<file path="config.mk">
export PLATFORM = sky130hd
export DESIGN_NAME = icache_refill_ctrl
export DESIGN_NICKNAME = d
export VERILOG_FILES = /design/src/rtl/icache_refill_ctrl.sv
export SDC_FILE = /design/constraint.sdc
export NUM_CORES = 1
export LEC_CHECK = 0
export CAP_MARGIN = 20
export CORE_ASPECT_RATIO = 0.6
export CORE_MARGIN = 2
export CORE_UTILIZATION = 40
export CTS_CLUSTER_SIZE = 28
export DETAILED_ROUTE_END_ITERATION = 10
export PLACE_DENSITY = 0.84
export REMOVE_ABC_BUFFERS = 1
export SYNTH_ARGS = -nofsm -noshare
export SYNTH_HDL_FRONTEND = slang
export SYNTH_SLANG_ARGS = --single-unit
</file>
<file path="constraint.sdc">
create_clock -name clk -period 1.85 [get_ports clk]
set_input_delay 0.2775 -clock clk [delete_from_list [all_inputs] [get_ports clk]]
set_output_delay 0.2775 -clock clk [all_outputs]
set_load 0.01 [all_outputs]
</file>
<file path="src/rtl/icache_refill_ctrl.sv">
// icache_refill_ctrl: sequences one I-cache line refill at a time between the
//   bank hit/miss logic and the L2 port; picks the victim way (lowest invalid
//   way, else pseudo-random from an 8-bit LFSR), requests L2 and writes beats.
// Latency: miss accepted in IDLE, L2 request from the next cycle, one beat per
//   valid cycle after grant, done pulse one cycle after the last beat.
// Backpressure: miss_gnt_o only in IDLE; l2_req_o held until l2_gnt_i; beats
//   may arrive with gaps of any length.
// Ports:
//   clk, rst                    clock, synchronous active-high reset
//   miss_req_i/addr/way_valid   miss request, line address, set valid bits
//   miss_gnt_o                  miss accepted (combinational in IDLE)
//   l2_req_o/l2_addr_o/l2_gnt_i L2 line request handshake
//   l2_rvalid_i                 L2 data beat valid
//   refill_we_o/way/beat        data-array write strobe, victim way, beat index
//   refill_done_o, busy_o       line complete pulse, controller not idle
module icache_refill_ctrl #(
  parameter int          NUM_WAYS     = 4,
  parameter int          LOG_NUM_WAYS = $clog2(NUM_WAYS),
  parameter int          LINE_BEATS   = 4,
  parameter int          LOG_BEATS    = $clog2(LINE_BEATS),
  parameter int          ADDR_W       = 32,
  parameter logic [7:0]  SEED         = 8'h00
) (
  input  logic                    clk,
  input  logic                    rst,
  input  logic                    miss_req_i,
  input  logic [ADDR_W-1:0]       miss_addr_i,
  input  logic [NUM_WAYS-1:0]     way_valid_i,
  output logic                    miss_gnt_o,
  output logic                    l2_req_o,
  output logic [ADDR_W-1:0]       l2_addr_o,
  input  logic                    l2_gnt_i,
  input  logic                    l2_rvalid_i,
  output logic                    refill_we_o,
  output logic [NUM_WAYS-1:0]     refill_way_OH_o,
  output logic [LOG_NUM_WAYS-1:0] refill_way_BIN_o,
  output logic [LOG_BEATS-1:0]    refill_beat_o,
  output logic                    refill_done_o,
  output logic                    busy_o
);

  typedef enum logic [1:0] {
    S_IDLE = 2'd0,
    S_REQ  = 2'd1,
    S_DATA = 2'd2,
    S_DONE = 2'd3
  } state_e;

  localparam logic [LOG_BEATS-1:0] BEAT_LAST = LOG_BEATS'(LINE_BEATS - 1);
  localparam logic [NUM_WAYS-1:0]  WAY0_OH   = {{(NUM_WAYS-1){1'b0}}, 1'b1};

  state_e                  state_q, state_d;
  logic [7:0]              lfsr_q, lfsr_d;
  logic [LOG_BEATS-1:0]    beat_q, beat_d;
  logic [LOG_NUM_WAYS-1:0] way_q, way_d;
  logic [ADDR_W-1:0]       addr_q, addr_d;

  logic                    inv_found;
  logic [LOG_NUM_WAYS-1:0] inv_way;
  logic [LOG_NUM_WAYS-1:0] rnd_way;
  logic [7:0]              lfsr_next;

  // XNOR feedback keeps the all-zero seed from locking up the LFSR.
  assign lfsr_next = {lfsr_q[6:0], ~(lfsr_q[7] ^ lfsr_q[3] ^ lfsr_q[2] ^ lfsr_q[1])};
  // Bit 0 is the freshly shifted-in bit; the way index skips it.
  assign rnd_way   = lfsr_q[LOG_NUM_WAYS:1];

  // Lowest-index invalid way of the indexed set.
  always_comb begin
    inv_found = 1'b0;
    inv_way   = '0;
    for (int i = 0; i < NUM_WAYS; i++) begin
      if (!way_valid_i[i] && !inv_found) begin
        inv_found = 1'b1;
        inv_way   = LOG_NUM_WAYS'(i);
      end
    end
  end

  always_ff @(posedge clk) begin
    if (rst) begin
      state_q <= S_IDLE;
      lfsr_q  <= SEED;
      beat_q  <= '0;
      way_q   <= '0;
      addr_q  <= '0;
    end else begin
      state_q <= state_d;
      lfsr_q  <= lfsr_d;
      beat_q  <= beat_d;
      way_q   <= way_d;
      addr_q  <= addr_d;
    end
  end

  always_comb begin
    state_d       = state_q;
    lfsr_d        = lfsr_q;
    beat_d        = beat_q;
    way_d         = way_q;
    addr_d        = addr_q;
    miss_gnt_o    = 1'b0;
    l2_req_o      = 1'b0;
    refill_we_o   = 1'b0;
    refill_done_o = 1'b0;

    case (state_q)
      S_IDLE: begin
        miss_gnt_o = miss_req_i;
        if (miss_req_i) begin
          addr_d  = miss_addr_i;
          beat_d  = '0;
          state_d = S_REQ;
          if (inv_found) begin
            way_d = inv_way;
          end else begin
            // Random victim uses the pre-advance value; LFSR steps only here.
            way_d  = rnd_way;
            lfsr_d = lfsr_next;
          end
        end
      end
      S_REQ: begin
        l2_req_o = 1'b1;
        if (l2_gnt_i) begin
          state_d = S_DATA;
        end
      end
      S_DATA: begin
        refill_we_o = l2_rvalid_i;
        if (l2_rvalid_i) begin
          beat_d = beat_q + 1'b1;
          if (beat_q == BEAT_LAST) begin
            state_d = S_DONE;
          end
        end
      end
      default: begin
        refill_done_o = 1'b1;
        state_d       = S_IDLE;
      end
    endcase
  end

  assign l2_addr_o        = addr_q;
  assign refill_way_BIN_o = way_q;
  assign refill_way_OH_o  = WAY0_OH << way_q;
  assign refill_beat_o    = beat_q;
  assign busy_o           = (state_q != S_IDLE);

endmodule
</file>
==> flow_metrics.py, run 1 <==
metrics = {
    "route": {
        "vias": 1756,
        "first_iter_violations": 68,
        "remaining_drc_errors": 0,
        "drtPass1Iterations": 4,
        "ant_nets": 0,
        "drt-total-wl_microns": 4524,
        "routedWlPerCell_microns": 12.16,
        "vias_per_cell": 4.720,
    },
    "worst_setup_path": {
        "cp.required_ns": 1.57,
        "cp_top_family": "buffers and inverters",
        "cp_max_fo": 4,
        "reg2reg_from": "state_q[1]",
        "worst_setup_path_startpoint": "state_q[0]",
        "cp_num_buf_inv": 2,
        "path_cells": "buf_4 -> ha_1 -> clkdlybuf4s50_1",
        "slowest_stage": "clkdlybuf4s50_1",
        "max_stage_delay_ns": 0.54,
        "start_kind": "flip-flop",
        "cp.arrival_ns": 1.47,
        "setup.worst_path.class": "flip-flop to primary output",
        "crit_path_end_kind": "primary output",
    },
    "clocking": {
        "clockRootBuffer": "clkbuf_8",
        "cts_hold_buf": 0,
        "cts_setup_buffers": 0,
        "clock-sinks": 46,
        "clock_path_buffers": 2,
        "clk_pin_slew_worst_paths_ns": 0.08,
        "cts_buffers": 5,
        "cts_tree": "built",
        "cts_max_level": 2,
        "insertion_delay_ns": 0.29,
    },
    "sta": {
        "fin_skew_ns": 0.005800,
        "hold_viol_final": 0,
        "tns_ns": 0,
        "fin_crit_sh": 0.9459,
        "layout_setup_ws_ns": 0.1001,
        "drv_slew": 0,
        "holdWs_ns": 0.4492,
        "tightest_slew_ns": 0.5055,
        "setup_viol": 0,
        "slew_headroom": 0.6623,
        "period_needed_ns": 1.750,
        "rsz0062_at_grt": "no",
        "fmax_mhz": 571.5,
    },
    "placement": {
        "io_buffer_count": 85,
        "place_hpwl_microns": 3253,
        "placed_area_sq_um": 2773,
        "finalWeightedCongestion": 0.7587,
        "pre_cts_slack_ns": 0.08669,
    },
    "floorplan": {
        "ioPinCount": 86,
        "die_width_microns": 91.48,
        "initial_core_util": 0.4088,
        "chipHeight_microns": 56.49,
        "num_rows": 19,
        "core_region_area_sq_um": 4493,
        "die-area_sq_um": 5168,
    },
    "pwr": {
        "power_frac_seq": 0.402,
        "p_sw_frac": 0.3373,
        "p_total_mw": 3.108,
        "power.share.clock": 0.183,
        "power.net_switching_mw": 1.048,
        "p_comb_frac": 0.415,
        "p_per_area_nw_per_um2": 1082,
        "internal-power_mw": 2.059,
        "cellLeakagePower_nw": 1.088,
        "ir_worst_vdd_v": 0.0007980,
    },
    "synth": {
        "syn_area_sq_um": 1837,
        "netlist-cell-type-count": 25,
        "yosysSeqAreaShare": 0.5014,
        "ys_warn_count": 0,
        "ys_ff_latch": 46,
        "synth_cells": 223,
        "syn_area_per_cell_sq_um": 8.237,
    },
    "status": {
        "status": "finished, final reports clean",
    },
    "finish": {
        "design_area_sq_um": 2873,
        "syn_to_final_growth_pct": 56.40,
        "drive_gt1_frac": 0.07120,
        "antennaDiodeCount": 0,
        "nets": 356,
    },
    "global_route": {
        "grt_pass1_vias": 1667,
        "grt_use_total": 0.1833,
        "grt_pass1_wl_microns": 7500,
        "antenna_found_initial": 0,
        "grt_max_degree": 45,
        "grt-ovfl-total": 0,
    },
    "worst_hold_path": {
        "hold_class": "flip-flop to flip-flop",
        "worstHoldStart": "lfsr_q[0]",
    },
    "flow_run": {
        "maxCapViolations": 0,
    },
}
-- power groups by stage --
stage / Combinational [mW] / Sequential [mW] / Clock [mW]
final: 1.29 / 1.25 / 0.568
after global routing: 1.42 / 1.27 / 0.621
after CTS: 1.31 / 1.25 / 0.585
after detailed placement: 1.29 / 1.26 / 0
after global placement: 1.27 / 1.25 / 0
after floorplan: 0.568 / 1.31 / 0
-- synthesized netlist by cell type --
master     number  area, sq um
a2111oi_4       1        27.53
a21oi_1        43        215.2
and2_1          1        6.260
and2_2          1        7.510
buf_2           5        25.02
clkbuf_1        7        26.28
dfxtp_1        46        920.9
ha_1            6        75.07
inv_1           4        15.01
inv_2           1        3.750
mux2i_1         5        50.05
nand2_1        71        266.5
nand2_2         1        6.260
nand2b_1        1        6.260
nand3_1         2        10.01
nand4_1         1        6.260
nor2_1          9        33.78
nor2_4          1        11.26
nor2b_1         4        25.02
nor2b_4         1        13.76
o2111ai_1       1        8.760
o21ai_1         5        25.02
o31ai_1         2        15.01
or4b_1          1        10.01
xnor2_1         3        26.28
-- layout make-up --
class | instances | area [sq um]
flip-flops and latches | 46 | 925.9
clock buffers | 7 | 76.32
well taps | 63 | 78.83
fillers | 373 | 1620
inverters | 5 | 18.77
multi-input cells | 160 | 860.8
repair buffers | 91 | 912.1
-- worst min-delay path: cells and delay by family, from the launching register on --
| family | cells | cell delay, ns |
|---|---|---|
| simple gates | 1 | 0.05 |
| flops | 1 | 0.32 |
| compound gates | 1 | 0.05 |
-- final timing paths --
check               endpoint  slack [ns]  depth (start not counted)
setup / recovery    l2_req_o        0.10                          3
setup reg to reg  state_q[1]        0.21                          6
hold reg to reg    lfsr_q[1]        0.45                          2
hold / removal     lfsr_q[1]        0.45                          2
-- repair_timing --
| action | in CTS | in global routing |
|---|---|---|
| pin swaps | 1 | 1 |
| setup endpoints to repair | 3 | 2 |
| gates resized for setup | 5 | 5 |
-- routing by layer --
metal  GRT usage  up-vias  routed length, microns
li1            -      897                       -
met1      0.2317      784                    2082
met2      0.2889       70                    1954
met3     0.07651        5                     449
met4     0.05195        0                      38
met5           0        -                       0
-- state kept, by name, summed over array words and instances, names as in the netlist --
| name | flops |
|---|---|
| refill_way_BIN_o | 2 |
| lfsr_q | 8 |
| refill_beat_o | 2 |
| l2_addr_o | 32 |
| state_q | 2 |
-- cell families after synthesis --
kind of cell,synth area share
fa+ha+maj,0.04087
flops,0.5014
buf+inv,0.03814
compound gates,0.1587
simple gates,0.2194
mux,0.02725
xor+xnor,0.01431
-- metrics by stage --
stage	cells	util
floorplan	211	-
global placement	365	0.6171
detailed placement	365	0.6171
CTS	372	0.6374
global route	372	0.6394
finish	372	0.6394
-- cell usage in the layout (no fill, tap or decap) --
cell type / instances
a2111oi_4: 1
a21oi_1: 43
and2_1: 1
and2_2: 1
buf_12: 1
buf_4: 5
clkbuf_1: 2
clkbuf_8: 5
clkdlybuf4s50_1: 82
dfxtp_1: 44
dfxtp_2: 1
dfxtp_4: 1
dlygate4sd2_1: 1
dlymetal6s2s_1: 2
ha_1: 4
ha_2: 1
ha_4: 1
inv_1: 3
inv_2: 2
mux2i_1: 5
nand2_1: 71
nand2_2: 1
nand2b_1: 1
nand3_1: 2
nand4_1: 1
nor2_1: 9
nor2_4: 1
nor2b_1: 4
nor2b_4: 1
o2111ai_1: 1
o21ai_1: 5
o31ai_1: 2
or4b_1: 1
xnor2_1: 3
No activity file was read; power rests on OpenSTA's default activity.
==> run 2, diff against run 1 <==
Settings changed: CORE_ASPECT_RATIO 0.6 to 0.8.
==> flow_metrics.py, run 2 (synthesis gave the netlist of run 1 again) <==
metrics = {
    "finish": {
        "nets": 356,
        "mostFrequentLayoutCells": "clkdlybuf4s50_1 (82), nand2_1 (71), dfxtp_1 (44)",
        "drive_gt1_frac": 0.06472,
        "design_area_sq_um": 2853,
        "stdcell_count": 369,
        "largest_reg_flops": 32,
        "syn_to_final_growth_pct": 55.31,
        "antennaDiodeCount": 0,
        "final_common_cell": "clkdlybuf4s50_1",
        "fin_util": 0.6319,
    },
    "route": {
        "vias": 1763,
        "vias_per_cell": 4.778,
        "highest_layer": "met4",
        "remaining_drc_errors": 0,
        "ant_nets": 0,
        "drt-total-wl_microns": 4468,
        "met3WireLength_microns": 400,
        "first_iter_violations": 86,
        "met2_length_microns": 2085,
        "routedWlPerCell_microns": 12.11,
        "met1_length_microns": 1963,
        "drtPass1Iterations": 4,
    },
    "placement": {
        "placed_area_sq_um": 2769,
        "io_buffer_count": 85,
        "place_hpwl_microns": 3174,
        "pre_cts_slack_ns": 0.08949,
        "dp.cells": 362,
        "finalWeightedCongestion": 0.8435,
    },
    "sta": {
        "rsz0062_at_grt": "no",
        "fmax_mhz": 584.1,
        "layout_setup_ws_ns": 0.1380,
        "hold_viol_final": 0,
        "fin_skew_ns": 0.003163,
        "slew_headroom": 0.6960,
        "fin_crit_sh": 0.9254,
        "setup_viol": 0,
        "tightest_slew_ns": 0.4551,
        "drv_slew": 0,
        "period_needed_ns": 1.712,
        "tns_ns": 0,
    },
    "global_route": {
        "grt_use_total": 0.1784,
        "grt_pass1_wl_microns": 7314,
        "antenna_found_initial": 0,
        "grt-ovfl-total": 0,
        "grt_max_degree": 47,
        "grt_pass1_vias": 1660,
    },
    "clocking": {
        "cts_buffers": 5,
        "cts_setup_buffers": 0,
        "clock-sinks": 46,
        "clk_pin_slew_worst_paths_ns": 0.08,
        "clock_path_buffers": 2,
        "cts_max_level": 2,
        "cts_tree": "built",
        "insertion_delay_ns": 0.28,
        "clockRootBuffer": "clkbuf_8",
    },
    "flow_run": {
        "maxCapViolations": 0,
    },
    "floorplan": {
        "die-area_sq_um": 5153,
        "die_width_microns": 79.76,
        "chipHeight_microns": 64.61,
        "core_region_area_sq_um": 4514,
        "ioPinCount": 86,
        "num_rows": 22,
        "initial_core_util": 0.4069,
    },
    "status": {
        "status": "finished, final reports clean",
    },
    "pwr": {
        "ir_worst_vdd_v": 0.0005916,
        "cellLeakagePower_nw": 1.075,
        "p_per_area_nw_per_um2": 1073,
    },
    "worst_setup_path": {
        "start_kind": "flip-flop",
        "worstRegToRegCells": 6,
        "cp.arrival_ns": 1.43,
        "cp.required_ns": 1.57,
        "r2r-end": "state_q[1]",
        "reg2reg_slack_ns": 0.20,
        "cp_max_fo": 6,
        "reg2reg_from": "state_q[0]",
        "crit_path_end_kind": "primary output",
        "setup.worst_path.class": "flip-flop to primary output",
        "cp-endpoint": "refill_way_OH_o[1]",
        "worst_setup_path_startpoint": "refill_way_BIN_o[0]",
    },
    "worst_hold_path": {
        "hold_class": "flip-flop to flip-flop",
    },
}
## run 2: changes by cell type in the layout (fill, tap and decap cells not counted)
cell / previous run / this run
dlygate4sd2_1: 1 / 2
dlymetal6s2s_1: 2 / 1
ha_1: 4 / 5
ha_4: 1 / 0
inv_1: 3 / 4
inv_2: 2 / 1
## run 2: worst min-delay path by stage
stage	startpoint	end	slack, ns	depth (start not counted)
after floorplan	rst	l2_addr_o[0]	0.35	1
after global placement	l2_addr_o[19]	l2_addr_o[19]	0.44	2
after detailed placement	l2_addr_o[4]	l2_addr_o[4]	0.45	2
after CTS	l2_addr_o[6]	l2_addr_o[6]	0.46	2
after global routing	l2_addr_o[13]	l2_addr_o[13]	0.47	2
final	l2_addr_o[6]	l2_addr_o[6]	0.45	2
## run 2: layout make-up
| cell class | instances | area, sq um |
|---|---|---|
| Tap cell | 60 | 75.07 |
| Fill cell | 407 | 1662 |
| Clock buffer | 7 | 76.32 |
| Timing Repair Buffer | 91 | 908.4 |
| Sequential cell | 46 | 925.9 |
| Inverter | 5 | 18.77 |
| Multi-Input combinational cell | 160 | 848.3 |
## run 2: routing by layer
metal | vias to the layer above | global-route usage
li1 | 896 | -
met2 | 54 | 0.3141
met4 | 0 | 0.03814
met5 | - | 0
met1 | 811 | 0.2073
met3 | 2 | 0.06685
## run 2: where the power goes
part,switching (mW),internal [mW],leakage [nW]
Clock,0.293,0.260,0.0383
Combinational,0.629,0.632,0.659
Sequential,0.0962,1.15,0.377
Total,1.02,2.04,1.07
## run 2: through the flow
| step | hold WS (ns) | power, mW |
|---|---|---|
| detailed placement | 0.4471 | 2.538 |
| global route | 0.4734 | 3.283 |
| global placement | 0.4403 | 2.505 |
| finish | 0.4550 | 3.061 |
| CTS | 0.4571 | 3.091 |
| floorplan | 0.3466 | 1.883 |
## run 2: worst max-delay path: stages (launching register included)
cell and delay [ns]:
dfxtp_1 0.45, nor2b_1 0.16, clkdlybuf4s50_1 0.54
## run 2: what timing repair did
| action | 4_1_cts | 5_1_grt |
|---|---|---|
| resized for setup | 4 | 3 |
| hold buffers | 0 | 0 |
| setup endpoints to repair | 3 | 1 |
